===== config.mk =====
export PLATFORM = sky130hd
export DESIGN_NAME = ifetch_line_buffer
export DESIGN_NICKNAME = d
export VERILOG_FILES = /design/src/rtl/ifetch_line_buffer.sv
export SDC_FILE = /design/constraint.sdc
export NUM_CORES = 1
export LEC_CHECK = 0
export ABC_AREA = 1
export BUFFER_PORTS_ARGS = -buffer_cell sky130_fd_sc_hd__buf_4
export CORE_ASPECT_RATIO = 1.4
export CORE_MARGIN = 4
export CORE_UTILIZATION = 35
export DETAILED_ROUTE_END_ITERATION = 6
export GPL_TIMING_DRIVEN = 0
export PLACE_DENSITY = 0.54
export SYNTH_ARGS = -nofsm -noshare
export SYNTH_HDL_FRONTEND = slang
export SYNTH_SLANG_ARGS = --single-unit

===== constraint.sdc =====
create_clock -name clk -period 5.6 [get_ports clk]
set_clock_uncertainty 0.15 [all_clocks]
set_input_delay 1.12 -clock clk [delete_from_list [all_inputs] [get_ports clk]]
set_output_delay 1.12 -clock clk [all_outputs]
set_load 0.01 [all_outputs]

===== src/rtl/ifetch_line_buffer.sv =====
// ifetch_line_buffer: single-line instruction buffer between the ir fetch
// port and the pmem arbiter. A hit answers the cycle after the request is
// accepted. A miss refills the whole line with a pmem burst, then answers.
// A flush (redirect) abandons the request. A burst that has started always
// completes and installs the line.
//
// Optional build macro: IFETCH_PERF_CNT_EN adds the hit_count and
// miss_count outputs.
//
// ir handshake: instr_read is held high until instr_mem_resp. The address is
// captured when the request is accepted. instr_mem_resp is a one-cycle pulse.
// instr_read is not sampled in the response cycle.
// pmem handshake: pmem_read is held high for the whole burst. Each cycle
// with pmem_resp high delivers one beat, lowest address first. pmem_resp is
// ignored while no burst is active.
module ifetch_line_buffer #(
    parameter int BEAT_W     = 64,
    parameter int LINE_BEATS = 4,
    parameter int ADDR_W     = 32
) (
    input  logic              clk,
    input  logic              rst,
    input  logic              instr_read,
    input  logic [ADDR_W-1:0] instr_mem_address,
    output logic              instr_mem_resp,
    output logic [31:0]       in,
    input  logic              flush,
    output logic              pmem_read,
    output logic [ADDR_W-1:0] pmem_address,
    input  logic              pmem_resp,
    input  logic [BEAT_W-1:0] pmem_rdata,
`ifdef IFETCH_PERF_CNT_EN
    output logic [31:0]       hit_count,
    output logic [31:0]       miss_count,
`endif
    output logic [1:0]        dbg_state,
    output logic              dbg_line_valid
);

    localparam int LINE_W = BEAT_W * LINE_BEATS;
    localparam int OFF_W  = $clog2(LINE_W / 8);
    localparam int WORDS  = LINE_W / 32;
    localparam int WSEL_W = $clog2(WORDS);
    localparam int BCNT_W = (LINE_BEATS > 1) ? $clog2(LINE_BEATS) : 1;
    localparam int TAG_W  = ADDR_W - OFF_W;

    typedef enum logic [1:0] {
        S_IDLE = 2'd0,
        S_FILL = 2'd1,
        S_RESP = 2'd2
    } state_t;

    state_t              state;
    logic                line_valid;
    logic [TAG_W-1:0]    tag_q;
    logic [LINE_W-1:0]   data_q;
    logic [BCNT_W-1:0]   beat_cnt;
    logic [TAG_W-1:0]    req_tag;
    logic [WSEL_W-1:0]   req_wsel;
    logic                kill;
    logic                resp_q;
    logic [31:0]         in_q;

    logic                hit;
    logic                accept;
    logic                beat_fire;
    logic                last_beat;
    logic [LINE_W-1:0]   line_next;
    logic [31:0]         hit_word;
    logic [31:0]         fill_word;
    logic [TAG_W-1:0]    addr_tag;
    logic [WSEL_W-1:0]   addr_wsel;
    logic                unused_addr_bits;

    assign addr_tag         = instr_mem_address[ADDR_W-1:OFF_W];
    assign addr_wsel        = instr_mem_address[OFF_W-1:2];
    assign unused_addr_bits = ^instr_mem_address[1:0];

    assign hit       = line_valid && (tag_q == addr_tag);
    assign accept    = (state == S_IDLE) && instr_read && !flush;
    assign beat_fire = (state == S_FILL) && pmem_resp;
    assign last_beat = beat_fire && (beat_cnt == BCNT_W'(LINE_BEATS - 1));

    // Line contents including the beat arriving this cycle, so the requested
    // word can be latched on the very edge that completes the burst.
    always_comb begin
        line_next = data_q;
        if (beat_fire) begin
            line_next[int'(beat_cnt) * BEAT_W +: BEAT_W] = pmem_rdata;
        end
    end

    // Word selection for the hit path (live address) and the fill path
    // (address captured at acceptance).
    always_comb begin
        hit_word  = data_q[int'(addr_wsel) * 32 +: 32];
        fill_word = line_next[int'(req_wsel) * 32 +: 32];
    end

    // Main FSM: accept, refill, respond. All outputs except the flush gate
    // on the response are registered here.
    always_ff @(posedge clk) begin
        if (rst) begin
            state        <= S_IDLE;
            line_valid   <= 1'b0;
            tag_q        <= '0;
            data_q       <= '0;
            beat_cnt     <= '0;
            req_tag      <= '0;
            req_wsel     <= '0;
            kill         <= 1'b0;
            resp_q       <= 1'b0;
            in_q         <= '0;
            pmem_read    <= 1'b0;
            pmem_address <= '0;
        end else begin
            case (state)
                S_IDLE: begin
                    if (accept) begin
                        if (hit) begin
                            in_q   <= hit_word;
                            resp_q <= 1'b1;
                            state  <= S_RESP;
                        end else begin
                            pmem_read    <= 1'b1;
                            pmem_address <= {addr_tag, {OFF_W{1'b0}}};
                            line_valid   <= 1'b0;
                            req_tag      <= addr_tag;
                            req_wsel     <= addr_wsel;
                            beat_cnt     <= '0;
                            kill         <= 1'b0;
                            state        <= S_FILL;
                        end
                    end
                end
                S_FILL: begin
                    if (flush) begin
                        kill <= 1'b1;
                    end
                    if (beat_fire) begin
                        data_q <= line_next;
                        if (last_beat) begin
                            beat_cnt   <= '0;
                            pmem_read  <= 1'b0;
                            line_valid <= 1'b1;
                            tag_q      <= req_tag;
                            if (kill || flush) begin
                                state <= S_IDLE;
                            end else begin
                                in_q   <= fill_word;
                                resp_q <= 1'b1;
                                state  <= S_RESP;
                            end
                        end else begin
                            beat_cnt <= beat_cnt + 1'b1;
                        end
                    end
                end
                S_RESP: begin
                    resp_q <= 1'b0;
                    state  <= S_IDLE;
                end
                default: begin
                    resp_q <= 1'b0;
                    state  <= S_IDLE;
                end
            endcase
        end
    end

    // A redirect arriving in the response cycle suppresses the pulse.
    assign instr_mem_resp = resp_q && !flush;
    assign in             = in_q;
    assign dbg_state      = state;
    assign dbg_line_valid = line_valid;

`ifdef IFETCH_PERF_CNT_EN
    // Count accepted hits and misses. Flushed requests are never accepted.
    always_ff @(posedge clk) begin
        if (rst) begin
            hit_count  <= '0;
            miss_count <= '0;
        end else if (accept) begin
            if (hit) begin
                hit_count <= hit_count + 32'd1;
            end else begin
                miss_count <= miss_count + 32'd1;
            end
        end
    end
`endif

endmodule


; Word level (Yosys, flattened, before mapping)
; Cells that the tools add are included.
[op_classes]
addsub = 2
eq_ne = 10
shifts = 4
muxes = 37
bitwise = 1
reduce_logical = 19
[ops]
columns = cell, n
row1 = 256-bit by 9-bit indexed part select with 32-bit output, 2
row2 = 256-bit bitwise mux, 1
row3 = 256-bit 2-to-1 mux, 1
row4 = "64-bit by 33-bit variable shift with 256-bit output, first input constant", 1
row5 = 64-bit by 33-bit indexed part select with 256-bit output, 1
row6 = 32-bit 2-to-1 mux, 5
row7 = 32-bit one-hot mux with 2 select lines, 1
row8 = 8-bit negation with 33-bit output, 1
row9 = 27-bit == test, 1
row10 = 2-bit 2-to-1 mux, 9
row11 = 1-bit 2-to-1 mux, 14
row12 = "2-bit inequality test, second input constant", 7
row13 = 5-bit AND reduction, 2
row14 = 3-bit AND reduction, 3
row15 = 1-bit one-hot mux with 2 select lines, 4
row16 = 2-bit one-hot mux with 2 select lines, 2
row17 = 4-bit AND reduction, 2
row18 = 1-bit logical AND, 6
row19 = 6-bit AND reduction, 1
row20 = "2-bit by 1-bit adder with 2-bit output, second input constant", 1
row21 = "2-bit by 1-bit == test with 1-bit output, second input constant", 1
row22 = "2-bit == test, second input constant", 1
row23 = 2-bit logical NOT, 1
row24 = 2-bit AND reduction, 1
row25 = 4 further kinds, 4
[totals]
ff_bits = 353
input_bits = 101
output_inout_bits = 69

; Depth between registers and ports, before layout
[logic_depth]
word_depth = 9
depth_mapped = 16
ltp_nobuf = 14

; Worst setup path after synthesis
; OpenSTA, ideal clock, no wires.
[synth_path]
path_kind = input to register
start = input port instr_mem_address[2]
end = register in_q[10], in the netlist in[10]
setup_ps = 112
arrival_ps = 2354
required_ps = 5338
path_slack_ps = 2984
cell_stages = 10
path_cell_list = buf_2 -> clkbuf_1 -> clkbuf_1 -> nand2_1 -> o211ai_1 -> nand3_1 -> nand3_1 -> nand4_1 -> nor2_1 -> nor2_1
[synth_between]
elab_chain_cells = 4
[synth_lines]
columns = item, line
row1 = start: declaration, 24  ; input logic [ADDR_W-1:0] instr_mem_address,
row2 = 256-bit by 9-bit indexed part select with 32-bit output, 96  ; hit_word = data_q[int'(addr_wsel) * 32 +: 32];
row3 = 32-bit 2-to-1 mux, 120  ; if (hit) begin
row4 = 32-bit 2-to-1 mux, 119  ; if (accept) begin
row5 = 32-bit one-hot mux with 2 select lines, 117  ; case (state)
row6 = end signal: assignment, 121  ; in_q <= hit_word;
row7 = end signal: assignment, 150  ; in_q <= fill_word;
row8 = end: declaration, 62  ; logic [31:0] in_q;
; No other way between the ends. The select of a mux whose other input is x is not followed.
; A chain may end at the register's enable or synchronous reset.

; Worst setup path in the final report
[layout_path]
start = register beat_cnt[0]
end = register in_q[22], in the netlist in[22]
[layout_between]
elab_chain_cells = 9
[layout_lines]
columns = item, line
row1 = start: declaration, 57  ; logic [BCNT_W-1:0] beat_cnt;
row2 = start signal: assignment, 155  ; beat_cnt <= beat_cnt + 1'b1;
row3 = 8-bit negation with 33-bit output, 89  ; line_next[int'(beat_cnt) * BEAT_W +: BEAT_W] = pmem_rdata;
row4 = 64-bit by 33-bit indexed part select with 256-bit output or 64-bit by 33-bit variable shift with 256-bit output (tied branches), 89
row5 = 256-bit bitwise mux, 89
row6 = 256-bit 2-to-1 mux, 88  ; if (beat_fire) begin
row7 = 256-bit by 9-bit indexed part select with 32-bit output, 97  ; fill_word = line_next[int'(req_wsel) * 32 +: 32];
row8 = 32-bit 2-to-1 mux, 147  ; if (kill || flush) begin
row9 = 32-bit 2-to-1 mux, 142  ; if (last_beat) begin
row10 = 32-bit 2-to-1 mux, 140  ; if (beat_fire) begin
row11 = 32-bit one-hot mux with 2 select lines, 117
; Several ways; a longest one is shown, not always the timed one. The select of a mux whose other input is x is not followed.

==> impl_results.md <==
- Design Power: about 0.0064 W
- Clock Tree Root: clkbuf_16
- Clk_lat worst skew: between 0.5 and 0.6 ns
- Seq cells post-synth: approximately 350
- First-pass GRT wire length: roughly 150 mm
- Initial drt markers: ~2900
- Critical path endpoint category: register
- CTS buffer count: 40
- Wirelength per Cell: about 25 microns
- Mean Syn Cell Area: around 6 sq um
- Routed vias: 24250
- Crit path max fanout: 10
- Power Density: ~270 nW/um^2
- Sequential Area: between 7000 and 8000 sq um
- Initial antenna violation count: 2
- Worst path required time: 5.96 ns
- Critical path class: reg -> reg
- First drt pass iteration count: 6
- Starting Density: 0.3553
- Switching share of power: 0.3100
- Cell Area, Placed: 22280 sq um
- Fmax: 252.7 MHz
- Share of layout cells above drive strength 1: 0.07701
- Footprint of the multi-input gates: 10940 sq um
- NetSw: 0.001996 W
- Grt total ovfl: 0
- Overall routed net length: 107.4 mm
- Total track usage: 0.3340
- Post-Syn Instances: around 3400
- Min Tclk post-route: just under 4 ns
- Resized Gates After CTS: 0
- Filler Cell Count: 6432
- Met3 Use GR: 0.05879
- Maximum clock insertion buffer count: 3
- Gr busiest metal: met2
- RSZ-0062 raised after global routing: false
- DRC errors left: 0
- Die X: 210.8 microns
- Met2 usage: 0.5406
- Largest net degree at the start of global routing: 14
- Flop pwr share: 0.401
- Leakage power: 9.703 nW
- Die area: between 60000 and 70000 sq um
- Ports: 170
- Register area share after synthesis: 0.3508
- Final setup violation count: 0
- Final Cycle Share: 0.7065
- Port Buf Inserts: 159
- Clock slew at reported path FFs: roughly 0.060 ns
- Hold Violations, Final: 0
- FP Rows: 103
- Yosys top cell area share: 0.3508
- Worst-margin pin slew: between 1 and 1.5 ns
- Hold_buf cts: 0
- GP Congestion: between 1 and 1.5
- Maximum vdd drop: roughly 0.21 mV
- Synthesized cell area: approximately 20000 sq um
- Core ar.: roughly 57000 sq um
- Largest area contributor in the netlist: dfxtp_1
- Die height: about 300 microns
- Met1 usage: 0.4046
- Leading post-synthesis cells by cell area: dfxtp_1, nand2_1, nand3_1
- Clock power frac: 0.433
- Ys Warns: 0
- Diodes inserted: 0
- Startpoint types: register
- Via density: roughly 5.6
- Final slew viol count: 0
- Clk sinks: between 300 and 400
- Postcts setup bufs: 0
- Detailed Place HPWL: 80.46 mm
- TNS Setup: 0 ns
- Vias in the first global route: 23110
- Status: completed
- H-tree levels: 2
- CP Data Arrival Time: 4.32 ns
- Design area: around 24000 sq um
- Slew margin rel.: 0.1989
- Power Internal: ~0.0044 W
- Gate power share: 0.166
- Hold Path Class: reg -> reg
- Final ANT Viol Nets: 0
- Area Growth Syn to Fin: 17.14%
- Max-cap violations: 0
- CTS tree: done
- Distinct cell type count after synthesis: 27
- Number of nets in the layout: between 3000 and 4000
## path summary, 6_finish.rpt
path	startpoint	endpoint	slack, ns	depth (start not counted)
setup / recovery	beat_cnt[0]	in[22]	1.64	15
hold / removal	pmem_read	pmem_read	0.32	2
setup reg to reg	beat_cnt[0]	in[22]	1.64	15
hold reg to reg	pmem_read	pmem_read	0.32	2
## routing by layer
metal,part of all wire,vias to the layer above
met5,0.000028,-
met4,0.081,2
met3,0.092,435
met2,0.45,1473
met1,0.38,11050
li1,-,11290
## synth_stat cells
master      n
buf_1      19
buf_4       5
clkinv_1    3
buf_2      38
conb_1      1
nand4_1    33
inv_2       4
nand2_1   940
nor2_1    384
dfxtp_1   353
o21ai_1     1
ha_1        5
nand3_2     2
nor2_2      2
a21oi_1   315
nor3_1      1
clkbuf_1  199
xnor2_1     3
nor3_4      1
nand3_1   571
o211ai_1   64
inv_1     289
nor3_2      1
a21boi_0    1
xor2_1      3
nor2_4      1
o21ai_0   125
## cells by family (layout without fill, tap and decap cells)
family | count (synthesis) | after routing | synth area share
AND/OR/NAND/NOR | 1936 | 1936 | 0.4025
flip-flops | 353 | 353 | 0.3508
other | 1 | 5 | 0.0001861
XOR/XNOR | 6 | 6 | 0.002609
AO/OA/AOI/OAI | 506 | 506 | 0.1338
buffers and inverters | 557 | 786 | 0.1071
adder cells (fa/ha/maj) | 5 | 5 | 0.003105
## stage by stage
stage	setup WS (ns)	cells	hold slack, ns	util
after floorplan	2.984	3368	0.2893	-
after global placement	1.703	4262	0.3009	0.3928
after detailed placement	1.709	4262	0.3069	0.3928
after CTS	1.815	4332	0.3166	0.4162
after global routing	1.478	4332	0.3420	0.4162
final	1.643	4332	0.3167	0.4162
## critical path, stage by stage (launching register included)
cell and delay, ns:
dfxtp_1 0.38, clkbuf_1 0.26, inv_1 0.16, ha_1 0.38, inv_1 0.09, nand3_1 0.37
inv_1 0.45, clkbuf_1 0.60, nand3_1 0.20, nand3_1 0.12, nand3_1 0.11, nand3_1 0.11
nand2_1 0.06, nor2_1 0.26, nor2_1 0.10, nor2_1 0.08
## power groups by stage
stage	registers [W]	clock network, W	logic, W
floorplan	0.00264	0	0.000526
global placement	0.00264	0	0.00103
detailed placement	0.00264	0	0.00103
CTS	0.00258	0.00281	0.00103
global route	0.00259	0.00290	0.00112
finish	0.00258	0.00279	0.00107
## flip-flops by register name (all words and copies together) (netlist names)
name	flops
data_q	256
in	32
pmem_address	27
tag_q	27
req_wsel	3
beat_cnt	2
dbg_state	2
dbg_line_valid	1
kill	1
pmem_read	1
resp_q	1
## final cells by class
| class | count | share of cell area |
|---|---|---|
| multi-input combinational | 2458 | 0.4635 |
| sequential | 353 | 0.2994 |
| timing repair buffer | 159 | 0.05058 |
| clock buffer | 56 | 0.04968 |
| inverter | 296 | 0.04708 |
| buffer | 261 | 0.04432 |
| tap | 735 | 0.03897 |
| clock inverter | 14 | 0.006468 |
## placed cells by master (no fill, tap or decap), drive strengths merged, types with 5 or more instances in the layout
cell,netlist,final
clkbuf,199,255
nand3,573,573
nor2,387,387
ha,5,5
nand2,940,940
dfxtp,353,353
nand4,33,33
conb,1,5
o211ai,64,64
buf,62,221
inv,293,293
a21oi,315,315
clkinv,3,11
o21ai,126,126
No activity file was read; power rests on OpenSTA's default activity.
